$ cat src/rtl/serial_load_pkg.sv
`default_nettype none
// ============================================================================
// Module      : serial_load_pkg
// Description : Shared types and defaults for the serial load transmitter,
//               its matching receiver and benches.
// Revision    : 1.0 - initial release
// ============================================================================
package serial_load_pkg;

    localparam int c_data_width = 16;
    localparam int c_addr_width = 12;
    localparam int c_depth      = 2048;

    localparam logic [1:0] c_sram_sel_0 = 2'd0;
    localparam logic [1:0] c_sram_sel_1 = 2'd1;
    localparam logic [1:0] c_sram_sel_2 = 2'd2;
    localparam logic [1:0] c_sram_sel_3 = 2'd3;

    typedef enum logic [2:0] {
        ST_IDLE  = 3'd0,
        ST_SETUP = 3'd1,
        ST_SHIFT = 3'd2,
        ST_WAIT  = 3'd3,
        ST_DONE  = 3'd4
    } state_e;

endpackage
`default_nettype wire

$ cat src/rtl/serial_piso_shifter.sv
`default_nettype none
// ============================================================================
// Module      : serial_piso_shifter
// Description : Parallel-load, MSB-first shift register (clear > load > shift).
// Revision    : 1.0 - initial release
// ============================================================================
module serial_piso_shifter #(
    parameter int WIDTH = 16
) (
    input  logic             clk,
    input  logic             rst,
    input  logic             clear,
    input  logic             load,
    input  logic             shift,
    input  logic [WIDTH-1:0] din,
    output logic             msb
);

    logic [WIDTH-1:0] r_data;

    // Zero fill keeps the serial line low once a word has fully drained.
    always_ff @(posedge clk or posedge rst) begin
        if (rst) begin
            r_data <= '0;
        end else if (clear) begin
            r_data <= '0;
        end else if (load) begin
            r_data <= din;
        end else if (shift) begin
            r_data <= {r_data[WIDTH-2:0], 1'b0};
        end
    end

    assign msb = r_data[WIDTH-1];

endmodule
`default_nettype wire

$ cat src/rtl/serial_load_transmitter.sv
`default_nettype none
// ============================================================================
// Module      : serial_load_transmitter
// Description : Frames parallel words into an MSB-first serial stream with
//               bit-valid strobe and held SRAM select.
// Revision    : 1.0 - initial release
// ============================================================================
module serial_load_transmitter
    import serial_load_pkg::*;
#(
    parameter int DATA_WIDTH = c_data_width,
    parameter int ADDR_WIDTH = c_addr_width,
    parameter int DEPTH      = c_depth
) (
    input  logic                  clk,
    input  logic                  rst,
    input  logic                  start,
    input  logic [1:0]            sram_sel_in,
    input  logic [ADDR_WIDTH-1:0] word_count,
    input  logic                  abort,
    input  logic [DATA_WIDTH-1:0] word_in,
    input  logic                  word_valid,
    output logic                  word_ready,
    output logic                  ser_data,
    output logic                  ser_load_en,
    output logic [1:0]            ser_sram_select,
    output logic                  busy,
    output logic                  done
);

    localparam int                    c_bit_w     = $clog2(DATA_WIDTH);
    localparam logic [c_bit_w-1:0]    c_last_bit  = c_bit_w'(DATA_WIDTH - 1);
    localparam logic [ADDR_WIDTH-1:0] c_depth_cnt = ADDR_WIDTH'(DEPTH);

    state_e                  r_state;
    state_e                  w_next;
    logic [c_bit_w-1:0]      r_bit_cnt;
    logic [ADDR_WIDTH-1:0]   r_words_left;
    logic [ADDR_WIDTH-1:0]   w_count_clamped;
    logic                    w_last_bit;
    logic                    w_abort;
    logic                    w_ready;
    logic                    w_hs;
    logic                    w_shift;
    logic                    w_msb;
    logic                    r_load_en;
    logic                    r_busy;
    logic                    r_done;
    logic [1:0]              r_sel;

    assign w_count_clamped = (word_count > c_depth_cnt) ? c_depth_cnt : word_count;
    assign w_last_bit      = (r_bit_cnt == c_last_bit);
    assign w_abort         = abort && (r_state != ST_IDLE);
    // An aborted cycle never consumes the offered word.
    assign w_hs            = word_valid && w_ready && !w_abort;
    assign w_shift         = (r_state == ST_SHIFT) && !w_abort;

    always_comb begin
        w_ready = 1'b0;
        case (r_state)
            ST_SETUP, ST_WAIT: w_ready = 1'b1;
            ST_SHIFT:          w_ready = w_last_bit && (r_words_left != '0);
            default:           w_ready = 1'b0;
        endcase
    end

    always_comb begin
        w_next = r_state;
        case (r_state)
            ST_IDLE: begin
                if (start) begin
                    w_next = (w_count_clamped == '0) ? ST_DONE : ST_SETUP;
                end
            end
            ST_SETUP, ST_WAIT: begin
                if (w_hs) begin
                    w_next = ST_SHIFT;
                end
            end
            ST_SHIFT: begin
                if (w_last_bit) begin
                    if (r_words_left == '0) begin
                        w_next = ST_DONE;
                    end else if (!w_hs) begin
                        w_next = ST_WAIT;
                    end
                end
            end
            ST_DONE: w_next = ST_IDLE;
            default: w_next = ST_IDLE;
        endcase
        if (w_abort) begin
            w_next = ST_IDLE;
        end
    end

    always_ff @(posedge clk or posedge rst) begin
        if (rst) begin
            r_state <= ST_IDLE;
        end else begin
            r_state <= w_next;
        end
    end

    always_ff @(posedge clk or posedge rst) begin
        if (rst) begin
            r_bit_cnt    <= '0;
            r_words_left <= '0;
        end else if (w_abort) begin
            r_bit_cnt    <= '0;
            r_words_left <= '0;
        end else begin
            if (r_state == ST_SHIFT) begin
                r_bit_cnt <= r_bit_cnt + c_bit_w'(1);
            end
            if ((r_state == ST_IDLE) && start) begin
                r_words_left <= w_count_clamped;
            end else if (w_hs && (r_words_left != '0)) begin
                r_words_left <= r_words_left - ADDR_WIDTH'(1);
            end
        end
    end

    // Outputs are registered from the next state so they line up with it.
    always_ff @(posedge clk or posedge rst) begin
        if (rst) begin
            r_load_en <= 1'b0;
            r_busy    <= 1'b0;
            r_done    <= 1'b0;
            r_sel     <= 2'd0;
        end else begin
            r_load_en <= (w_next == ST_SHIFT);
            r_busy    <= (w_next != ST_IDLE);
            r_done    <= (w_next == ST_DONE);
            if ((r_state == ST_IDLE) && start) begin
                r_sel <= sram_sel_in;
            end else if (w_next == ST_IDLE) begin
                r_sel <= 2'd0;
            end
        end
    end

    serial_piso_shifter #(
        .WIDTH (DATA_WIDTH)
    ) u_shifter (
        .clk   (clk),
        .rst   (rst),
        .clear (w_abort),
        .load  (w_hs),
        .shift (w_shift),
        .din   (word_in),
        .msb   (w_msb)
    );

    assign word_ready      = w_ready;
    assign ser_data        = w_msb;
    assign ser_load_en     = r_load_en;
    assign ser_sram_select = r_sel;
    assign busy            = r_busy;
    assign done            = r_done;

endmodule
`default_nettype wire

$ cat config.mk
export PLATFORM = sky130hd
export DESIGN_NAME = serial_load_transmitter
export DESIGN_NICKNAME = d
export VERILOG_FILES = /design/src/rtl/serial_load_pkg.sv /design/src/rtl/serial_piso_shifter.sv /design/src/rtl/serial_load_transmitter.sv
export SDC_FILE = /design/constraint.sdc
export NUM_CORES = 1
export LEC_CHECK = 0
export ABC_AREA = 1
export BUFFER_PORTS_ARGS = -buffer_cell sky130_fd_sc_hd__buf_2
export CORE_MARGIN = 4
export CORE_UTILIZATION = 30
export DETAILED_ROUTE_END_ITERATION = 8
export SYNTH_ARGS = -nofsm -noshare
export SYNTH_HDL_FRONTEND = slang
export SYNTH_SLANG_ARGS = --single-unit
export TNS_END_PERCENT = 1
$ cat constraint.sdc
create_clock -name clk -period 2.2 [get_ports clk]
set_input_delay 0.33 -clock clk [delete_from_list [all_inputs] [get_ports clk]]
set_output_delay 0.33 -clock clk [all_outputs]
set_load 0.03 [all_outputs]
==> results.md, run 1 <==
- Sequential cell area: ~1000 um2
- Worst slew pin tran: 0.513 ns
- Port buffer count: between 40 and 50
- Largest family of logic cells by synthesized area: simple AND/OR/NAND/NOR gates
- Yosys warns: 0
- Pwr dens: between 1000 and 1500 nW/um2
- F_max: approximately 500 MHz
- Library cells used by synthesis: 37
- Max_cap viols: 0
- Outcome: completed
- Most common cell in the netlist: inv_1
- Hold Crit Class: in2async
- EDFF count, synth: 0
- DR DRC count: 0
- Final HPWL DP: between 3000 and 4000 um
- Inserted Clock Buffers: 5
- ANT nets after route: 0
- Slew HR: between 60% and 70%
- Layout overhead on the synthesized area: 19.9%
- CP endpoint kind: output pin
- Minimum clock period: around 2.0 ns
- Crit path DAT: ~1.7 ns
- Clock latency on the worst-skew pair: around 0.29 ns
- Post-Synth Simple-Gate Area: between 20% and 30%
- Post-CTS Resized: 0
- Die W: slightly below 100 um
- CTS tree: done
- Final hold violations: 0
- Cts-stage hold buffer count: 0
- Total track usage: ~13%
- Most instantiated cells after synthesis: inv_1, nand2_1, dfrtp_1
- GPL Wtd Cong: roughly 0.85
- Multi-input logic area: between 1000 and 1500 um2
- Initial DRT Pass Iterations: 4
- Initial antenna violation count: 0
- Vias in the first global route: between 1,500 and 2,000
- Bufs on Longest Clock Path: 2
- Synth Area in Compound Gates: between 10% and 20%
- Top FF cell, synth: dfrtp_1
- Placement Cell Area: roughly 2700 um2
- Post-CTS Setup Inserts: 0
- First-pass GRT wire length: just over 9000 um
- Fraction of registers with async set or reset after synthesis: between 90% and 100%
- Yosys reg bits: 40
- Leading area contributor after synthesis: dfrtp_1
- XOR/XNOR share of the synthesized area: roughly 1.9%
- Root Buffer: clkbuf_8
- Pleak: approximately 1.4 nW
- Core Util, Final: between 30% and 40%
- CTS clk-pin slew, worst paths: 0.08 ns
- Placement Setup Slack: about 0.29 ns
- Finished Cell Area: approximately 2800 um2
- H-tree lvl count: 2
- Detailed Route Iter0 Violations: 93
- Post-synthesis sequential area ratio: a little over two fifths
- Fin. max-slew vios: 0
- Die ar.: between 9000 and 10,000 um2
- Post-Synthesis Cell Area: approximately 2400 um2
- Setup violators final: 0
- CP Launch Type: register
- Fin Setup TNS: 0 ns
- Worst setup slack after layout: roughly 0.19 ns
- Post-Syn Instances: between 200 and 300
- Top-area cell type share of the netlist area: ~43%
- Mux contribution to synthesized area: 0%
- Pin count of the biggest net entering global routing: a little over 40
- Largest fanout on the critical path: 5
- Total gr overflow: 0
- Syn Nets: around 330
- RSZ-0062 raised after global routing: false
- Final wirelength: about 5400 um
- Die height: 96.5 um
- Total chip power: roughly 0.0037 W
- Initial Util: 30.6%
- ANT cells: 0
- VDD IR max: a little over 0.0004 V
- Clock tree sinks: 40
- Tcrit/Tclk final: around 91%
- Skew final: roughly 0.012 ns
- Critical Path RT: around 1.9 ns
- Io pins: 42
- Via count: between 2,000 and 2,500
- Synth Area in Adders: 1.06%
- Critical path class: reg2out
- Avg Cell Area, Syn: between 7 and 8 um2
- Share of cells above drive strength 1: around a quarter
- Largest cells by area after synthesis: dfrtp_1, inv_1, nand2_1, o21ai_0, o21ai_1
- # rows: 32
- Layout fillers: between 800 and 900
- Fin nets: 380
- WL/cell: roughly 12 um
- Core Area: roughly 7700 um2
- Routed vias/inst: 4.63
## metrics by stage
stage               cells  hold slack (ns)
global route          445            0.198
CTS                   445            0.175
global placement      438            0.478
floorplan             296            0.447
finish                445            0.159
detailed placement    438            0.481
## final cells by class
type	instances	area share [%]
clock buffers	5	2.44
clock inverters	2	2.13
inverters	51	6.79
multi-input cells	196	38.7
flip-flops and latches	40	35.5
well taps	102	4.53
repair buffers	49	9.85
## kinds of logic after synthesis
logic type / count (synthesis)
AOI/OAI and AO/OA: 78
xor gates and xnor gates: 5
adders and majority gates: 2
buffers and inverters: 60
DFF: 40
and+or+nand+nor: 111
## sequential cells by signal (all words and copies together), names as in the netlist
name and cells:
r_state 3, r_bit_cnt 4, r_words_left 12, busy 1
u_shifter.r_data 16, ser_load_en 1, done 1, ser_sram_select 2
## cell usage in the layout (no fill, tap or decap), types with 2 or more instances in the layout
| cell type | instances |
|---|---|
| inv_1 | 48 |
| nand2_1 | 46 |
| buf_2 | 41 |
| dfrtp_1 | 40 |
| o21ai_0 | 24 |
| o21ai_1 | 23 |
| nand3_1 | 18 |
| nor2_1 | 16 |
| a21oi_1 | 11 |
| a21oi_2 | 10 |
| buf_4 | 7 |
| nor3_1 | 6 |
| nand2_2 | 5 |
| nand2_4 | 5 |
| clkbuf_8 | 5 |
| nand3_2 | 4 |
| xor2_1 | 4 |
| nor2_2 | 3 |
| o31ai_1 | 3 |
| nand4_1 | 3 |
| nor2_4 | 2 |
| inv_2 | 2 |
| o211ai_1 | 2 |
| ha_1 | 2 |
| bufinv_16 | 2 |
## path summary, 6_finish.rpt
kind                                      start                  end  slack, ns  cells after the start
min in group clk                 sram_sel_in[1]   ser_sram_select[1]       0.24                      3
worst min register to register     r_bit_cnt[2]         r_bit_cnt[2]       0.50                      1
worst max register to register  r_words_left[1]  u_shifter.r_data[9]       0.27                     13
worst min-delay path                        rst      r_words_left[0]       0.16                      3
worst max-delay path            r_words_left[1]           word_ready       0.19                      8
max in group asynchronous                   rst  u_shifter.r_data[4]       1.69                      3
## critical path, cell delays in order (launching register included)
cell and delay, ns:
dfrtp_1 0.40, inv_1 0.08, ha_1 0.21, nand2_2 0.10
nor2_4 0.18, nand2_4 0.07, nand2_2 0.08, nand2_4 0.07
buf_2 0.19
## report_power, final
part / leakage [nW] / switching (W) / internal (W)
registers: 0.524 / 0.000131 / 0.00101
clock network: 0.0642 / 0.000258 / 0.000447
logic: 0.798 / 0.00121 / 0.000644
total: 1.39 / 0.00160 / 0.00210
## routing by layer
layer  global-route usage [%]  part of all wire (%)
met5                        0                     0
met2                     19.4                    43
met4                     3.15                  0.71
met3                     3.72                   8.7
met1                     17.2                    47
No activity file was read; power rests on OpenSTA's default activity.
==> run 2, diff against run 1 <==
- REMOVE_ABC_BUFFERS: unset -> 1
==> results.md, run 2 (same netlist as run 1, synthesis figures left out) <==
- Outcome: completed (unchanged)
- P_int: 0.00189 W (was 0.00210 W)
- Port buffer count: 41 (unchanged)
- CTS clk-pin slew, worst paths: 0.08 ns (about the same)
- Reg with most FFs: u_shifter.r_data (unchanged)
- Multi-input logic area: 1090 um2 (unchanged)
- Cts-stage hold buffer count: 0 (unchanged)
- Final hold violations: 0 (unchanged)
- Final wirelength: 5390 um (was 5360 um)
- Worst slew pin tran: 0.506 ns (was 0.513 ns)
- First-pass GRT wire length: 8870 um (was 9150 um)
- ANT cells: 0 (unchanged)
- Crit path DAT: 1.64 ns (was 1.68 ns)
- Share of cells above drive strength 1: 25.9% (unchanged)
- Core Area: 7690 um2 (unchanged)
- Setup violators final: 0 (unchanged)
- Minimum clock period: 1.97 ns (was 2.01 ns)
- Delay-heaviest family, CP: simple AND/OR/NAND/NOR gates (unchanged)
- Io pins: 42 (unchanged)
- CTS tree: done (unchanged)
- Routed vias/inst: 4.59 (was 4.63)
- Via count: 2,044 (was 2,059)
- WL/cell: 12.1 um (was 12.0 um)
- Inserted Clock Buffers: 5 (unchanged)
- Skew final: 0.00514 ns (was 0.0122 ns)
- Total gr overflow: 0 (unchanged)
- Fin. max-slew vios: 0 (unchanged)
- Post-CTS Resized: 0 (unchanged)
- Slowest Stage Delay on Critical Path: 0.39 ns (was 0.40 ns)
- RSZ-0062 raised after global routing: false (unchanged)
- Post-route non-filler standard cell count: 445 (unchanged)
- Logic pwr share: 52.8% (was 50.1%)
- Total track usage: 12.2% (was 12.5%)
- Max reg flops: 16 (unchanged)
- Bufs on Longest Clock Path: 2 (unchanged)
- Clock power frac: 14.5% (was 19.1%)
- Die ar.: 9320 um2 (unchanged)
- Fin Hold WS: 0.144 ns (was 0.159 ns)
- Initial antenna violation count: 0 (unchanged)
- Initial Util: 30.6% (unchanged)
- F_max: 506 MHz (was 497 MHz)
- Final HPWL DP: 4070 um (was 3990 um)
- Most common cell after layout, fill and taps aside: inv_1 (unchanged)
- H-tree lvl count: 2 (unchanged)
- ANT nets after route: 0 (unchanged)
- Total chip power: 0.00350 W (was 0.00369 W)
- VDD IR max: 0.000524 V (was 0.000404 V)
- Vias in the first global route: 1,935 (was 1,993)
- Placed cell count: 437 (was 438)
- CP endpoint kind: output pin (unchanged)
- Sequential cell area: 1000 um2 (unchanged)
- Die height: 96.5 um (unchanged)
- CP startpoint: r_words_left[1] (unchanged)
- Clock tree sinks: 40 (unchanged)
- Biggest regs: u_shifter.r_data x16, r_words_left x12, r_bit_cnt x4 (unchanged)
- Critical path class: reg2out (unchanged)
- Layout overhead on the synthesized area: 18.0% (was 19.9%)
- Fin Setup TNS: 0 ns (unchanged)
- Switching share of total power: 46.0% (was 43.2%)
- Sequential power share: 32.6% (was 30.8%)
- # rows: 32 (unchanged)
- Layout fillers: 850 (was 809)
- Met3 wire length: 389 um (was 465 um)
- Critical Path RT: 1.87 ns (about the same)
- Pwr dens: 1260 nW/um2 (was 1310 nW/um2)
- Slew HR: 66.3% (was 65.8%)
- GPL Wtd Cong: 0.789 (was 0.853)
- NetSw: 0.00161 W (was 0.00160 W)
- Clock latency on the worst-skew pair: 0.29 ns (about the same)
- Ordered list of cells on the worst path: inv_1 -> ha_1 -> nand2_2 -> nor2_4 -> nand2_4 -> nand2_2 -> nand2_4 -> buf_2 (unchanged)
- Fin nets: 379 (was 380)
- Largest fanout on the critical path: 5 (unchanged)
- DR DRC count: 0 (unchanged)
- Worst path slowest cell: dfrtp_1 (unchanged)
- Die W: 96.5 um (unchanged)
- Wire length on met2: 2440 um (was 2310 um)
- CP Launch Type: register (unchanged)
- Tcrit/Tclk final: 89.8% (was 91.4%)
- Max_cap viols: 0 (unchanged)
- Worst flop-to-flop path startpoint: r_words_left[1] (unchanged)
- Detailed Route Iter0 Violations: 46 (was 93)
- Initial DRT Pass Iterations: 4 (unchanged)
- Pin count of the biggest net entering global routing: 41 (unchanged)
- Pleak: 1.37 nW (was 1.39 nW)
- DR top layer: met4 (unchanged)
- Buf+Inv Stages, Crit Path: 2 (unchanged)
- Post-CTS Setup Inserts: 0 (unchanged)
- Most frequent cells in the layout: inv_1, nand2_1, buf_2 (unchanged)
- Met1 WL: 2550 um (was 2540 um)
- Hold Crit Class: in2async (unchanged)
- Root Buffer: clkbuf_8 (unchanged)
run 2: cell type report:
type	count	share of cell area, %
multi-input cells	196	39.4
well taps	102	4.60
repair buffers	48	9.74
clock inverters	2	0.361
clock buffers	6	2.98
flip-flops and latches	40	36.1
inverters	51	6.90
run 2: layer usage:
metal,up-vias,GRT usage (%)
met1,934,16.4
met5,-,0
li1,1051,-
met3,2,3.95
met4,0,1.75
met2,57,19.7
run 2: final timing paths:
kind | slack (ns) | cells after the start | to
min reg2reg | 0.49 | 1 | r_bit_cnt[2]
max reg2reg | 0.30 | 13 | u_shifter.r_data[9]
max | 0.23 | 8 | word_ready
max in group asynchronous | 1.70 | 3 | r_bit_cnt[2]
min | 0.14 | 3 | ser_sram_select[1]
min in group clk | 0.25 | 3 | ser_sram_select[1]
run 2: stage by stage:
step,area (um2),worst slack [ns],util (%)
6_report,2780,0.225,36.1
5_1_grt,2780,0.0842,36.1
4_1_cts,2780,0.200,36.1
3_5_place_dp,2680,0.312,34.9
3_3_place_gp,2680,0.374,34.9
2_1_floorplan,2280,0.0789,-
run 2: worst reg2reg max path, delay by kind of cell (launching register included):
kind | cells | cell delay [ns]
compound gates | 3 | 0.25
buf+inv | 1 | 0.08
flops | 1 | 0.39
simple gates | 8 | 0.84
fa+ha+maj | 1 | 0.21
run 2: power groups by stage:
stage	Combinational (W)	Sequential, W	Clock [W]
2_1_floorplan	0.00129	0.00120	0
3_3_place_gp	0.00182	0.00115	0
3_5_place_dp	0.00186	0.00116	0
4_1_cts	0.00187	0.00115	0.000530
5_1_grt	0.00209	0.00118	0.000563
6_report	0.00185	0.00114	0.000509
==> run 3, diff against run 2 <==
- CTS_BUF_LIST: unset -> sky130_fd_sc_hd__clkbuf_16
- clock period: 2.2 -> 1.9 ns (I/O delays scaled with it)
==> results.md, run 3 (same netlist as run 1, synthesis figures left out) <==
- Core Area: 7690 um2 (unchanged)
- ANT nets after route: 0 (unchanged)
- Final wirelength: 5570 um (was 5390 um)
- Bufs on Longest Clock Path: 2 (unchanged)
- Initial antenna violation count: 0 (unchanged)
- Pin count of the biggest net entering global routing: 41 (unchanged)
- Die W: 96.5 um (unchanged)
- Final hold violations: 0 (unchanged)
- Clock tree sinks: 40 (unchanged)
- Most common cell after layout, fill and taps aside: inv_1 (unchanged)
- CTS tree: done (unchanged)
- Initial Util: 30.6% (unchanged)
- Slew HR: 65.8% (was 66.3%)
- Pwr dens: 1570 nW/um2 (was 1260 nW/um2)
- Inserted Clock Buffers: 5 (unchanged)
- Port buffer count: 41 (unchanged)
- Core Util, Final: 38.4% (was 36.1%)
- Layout fillers: 815 (was 850)
- Routed vias/inst: 4.61 (was 4.59)
- H-tree lvl count: 2 (unchanged)
- Share of cells above drive strength 1: 28.0% (was 25.9%)
- Most frequent cells in the layout: inv_1, nand2_1, dfrtp_1, buf_2, o21ai_1 (was inv_1, nand2_1, buf_2)
- Max reg flops: 16 (unchanged)
- Initial DRT Pass Iterations: 4 (unchanged)
- CP Launch Type: register (unchanged)
- F_max: ~560 MHz
- DR DRC count: 0 (unchanged)
- Outcome: completed (unchanged)
- Final HPWL DP: 4110 um (was 4070 um)
- First-pass GRT wire length: 9310 um (was 8870 um)
- WL/cell: 12.3 um (was 12.1 um)
- Placed cell count: 442 (was 437)
- Fin nets: 386 (was 379)
- Critical Path RT: 1.62 ns (was 1.87 ns)
- Io pins: 42 (unchanged)
- Minimum clock period: roughly 1.8 ns
- Via count: 2,085 (was 2,044)
- Vias in the first global route: 2,011 (was 1,935)
- Total track usage: 12.8% (was 12.2%)
- Die height: 96.5 um (unchanged)
- # rows: 32 (unchanged)
- Total gr overflow: 0 (unchanged)
- Sequential cell area: 1000 um2 (unchanged)
- Reg with most FFs: u_shifter.r_data (unchanged)
- CP endpoint kind: output pin (unchanged)
- Root Buffer: clkbuf_16 (was clkbuf_8)
- Post-route non-filler standard cell count: 452 (was 445)
- Crit path DAT: 1.51 ns (was 1.64 ns)
- Setup violators final: 0 (unchanged)
- GPL Wtd Cong: 0.878 (was 0.789)
- Hold Crit Class: in2async (unchanged)
- Clock latency on the worst-skew pair: 0.28 ns (was 0.29 ns)
- Biggest regs: u_shifter.r_data x16, r_words_left x12, r_bit_cnt x4 (unchanged)
- Fin Hold WS: 0.126 ns (was 0.144 ns)
- Fin. max-slew vios: 0 (unchanged)
- Layout overhead on the synthesized area: 25.7% (was 18.0%)
- Largest fanout on the critical path: 5 (unchanged)
- Pleak: 1.44 nW (was 1.37 nW)
- Die ar.: 9320 um2 (unchanged)
- Critical path class: reg2out (unchanged)
- CTS clk-pin slew, worst paths: 0.06 ns (was 0.08 ns)
- RSZ-0062 raised after global routing: false (unchanged)
- ANT cells: 0 (unchanged)
- VDD IR max: 0.000517 V (was 0.000524 V)
- Max_cap viols: 0 (unchanged)
- Tcrit/Tclk final: a little over nine tenths
- Worst slew pin tran: 0.513 ns (was 0.506 ns)
- Detailed Route Iter0 Violations: 64 (was 46)
- Multi-input logic area: 1140 um2 (was 1090 um2)
- Skew final: 0.00211 ns (was 0.00514 ns)
[run 3: cell types whose count changed in the layout (fill, tap and decap cells not counted), sizes merged]
cell    change
clkinv      -1
clkbuf      -1
nand2       +1
inv         +1
bufinv      +1
buf         +6
[run 3: stage by stage]
step | total power, W | cell area, um2 | worst slack (ns) | setup TNS, ns
3_5_place_dp | 0.00359 | 2730 | 0.0752 | 0
3_3_place_gp | 0.00354 | 2730 | 0.156 | 0
5_1_grt | 0.00506 | 2960 | 0.00339 | 0
4_1_cts | 0.00455 | 2900 | 0.0450 | 0
6_report | 0.00464 | 2960 | 0.105 | 0
2_1_floorplan | 0.00289 | 2280 | -0.221 | -2.29
[run 3: path summary, 6_finish.rpt]
path	startpoint	endpoint	slack, ns	cells past startpoint
setup reg to reg	r_words_left[4]	r_words_left[6]	0.16	11
max in group asynchronous	rst	r_words_left[10]	1.42	3
setup / recovery	r_words_left[4]	word_ready	0.11	7
hold / removal	rst	u_shifter.r_data[1]	0.13	3
min in group clk	sram_sel_in[1]	ser_sram_select[1]	0.22	3
hold reg to reg	ser_sram_select[1]	ser_sram_select[1]	0.51	2
[run 3: cell type report]
class,instances,area share [%]
clock buffers,5,4.23
flip-flops and latches,40,33.9
repair buffers,54,11.2
inverters,51,6.48
well taps,102,4.32
clock inverters,3,1.31
multi-input cells,197,38.6
[run 3: power by group]
part / total, W / internal [W] / switching, W
registers: 0.00133 / 0.00117 / 0.000158
logic: 0.00237 / 0.000881 / 0.00149
clock network: 0.000942 / 0.000612 / 0.000330
[run 3: worst max-delay path: stages, from the launching register on]
cell and delay, ns:
dfrtp_1 0.38, nor2_1 0.18, nand2_1 0.12, nor2_4 0.15
nand2_4 0.07, nand2_2 0.07, nand2_4 0.07, buf_4 0.18
[run 3: timing repair]
item | CTS | global route
resized for setup | 0 | 10
endpoints found under the setup margin | 0 | 17
buffers inserted | 0 | 1
hold buffers | 0 | 0
[run 3: layer usage]
| metal | share of wire, % | routed length (um) | up-vias | GRT usage, % |
|---|---|---|---|---|
| met4 | 1.2 | 65 | 0 | 3.15 |
| met1 | 49 | 2750 | 954 | 17.7 |
| met5 | 0 | 0 | - | 0 |
| li1 | - | - | 1071 | - |
| met2 | 44 | 2450 | 53 | 20.2 |
| met3 | 5.5 | 304 | 7 | 3.18 |
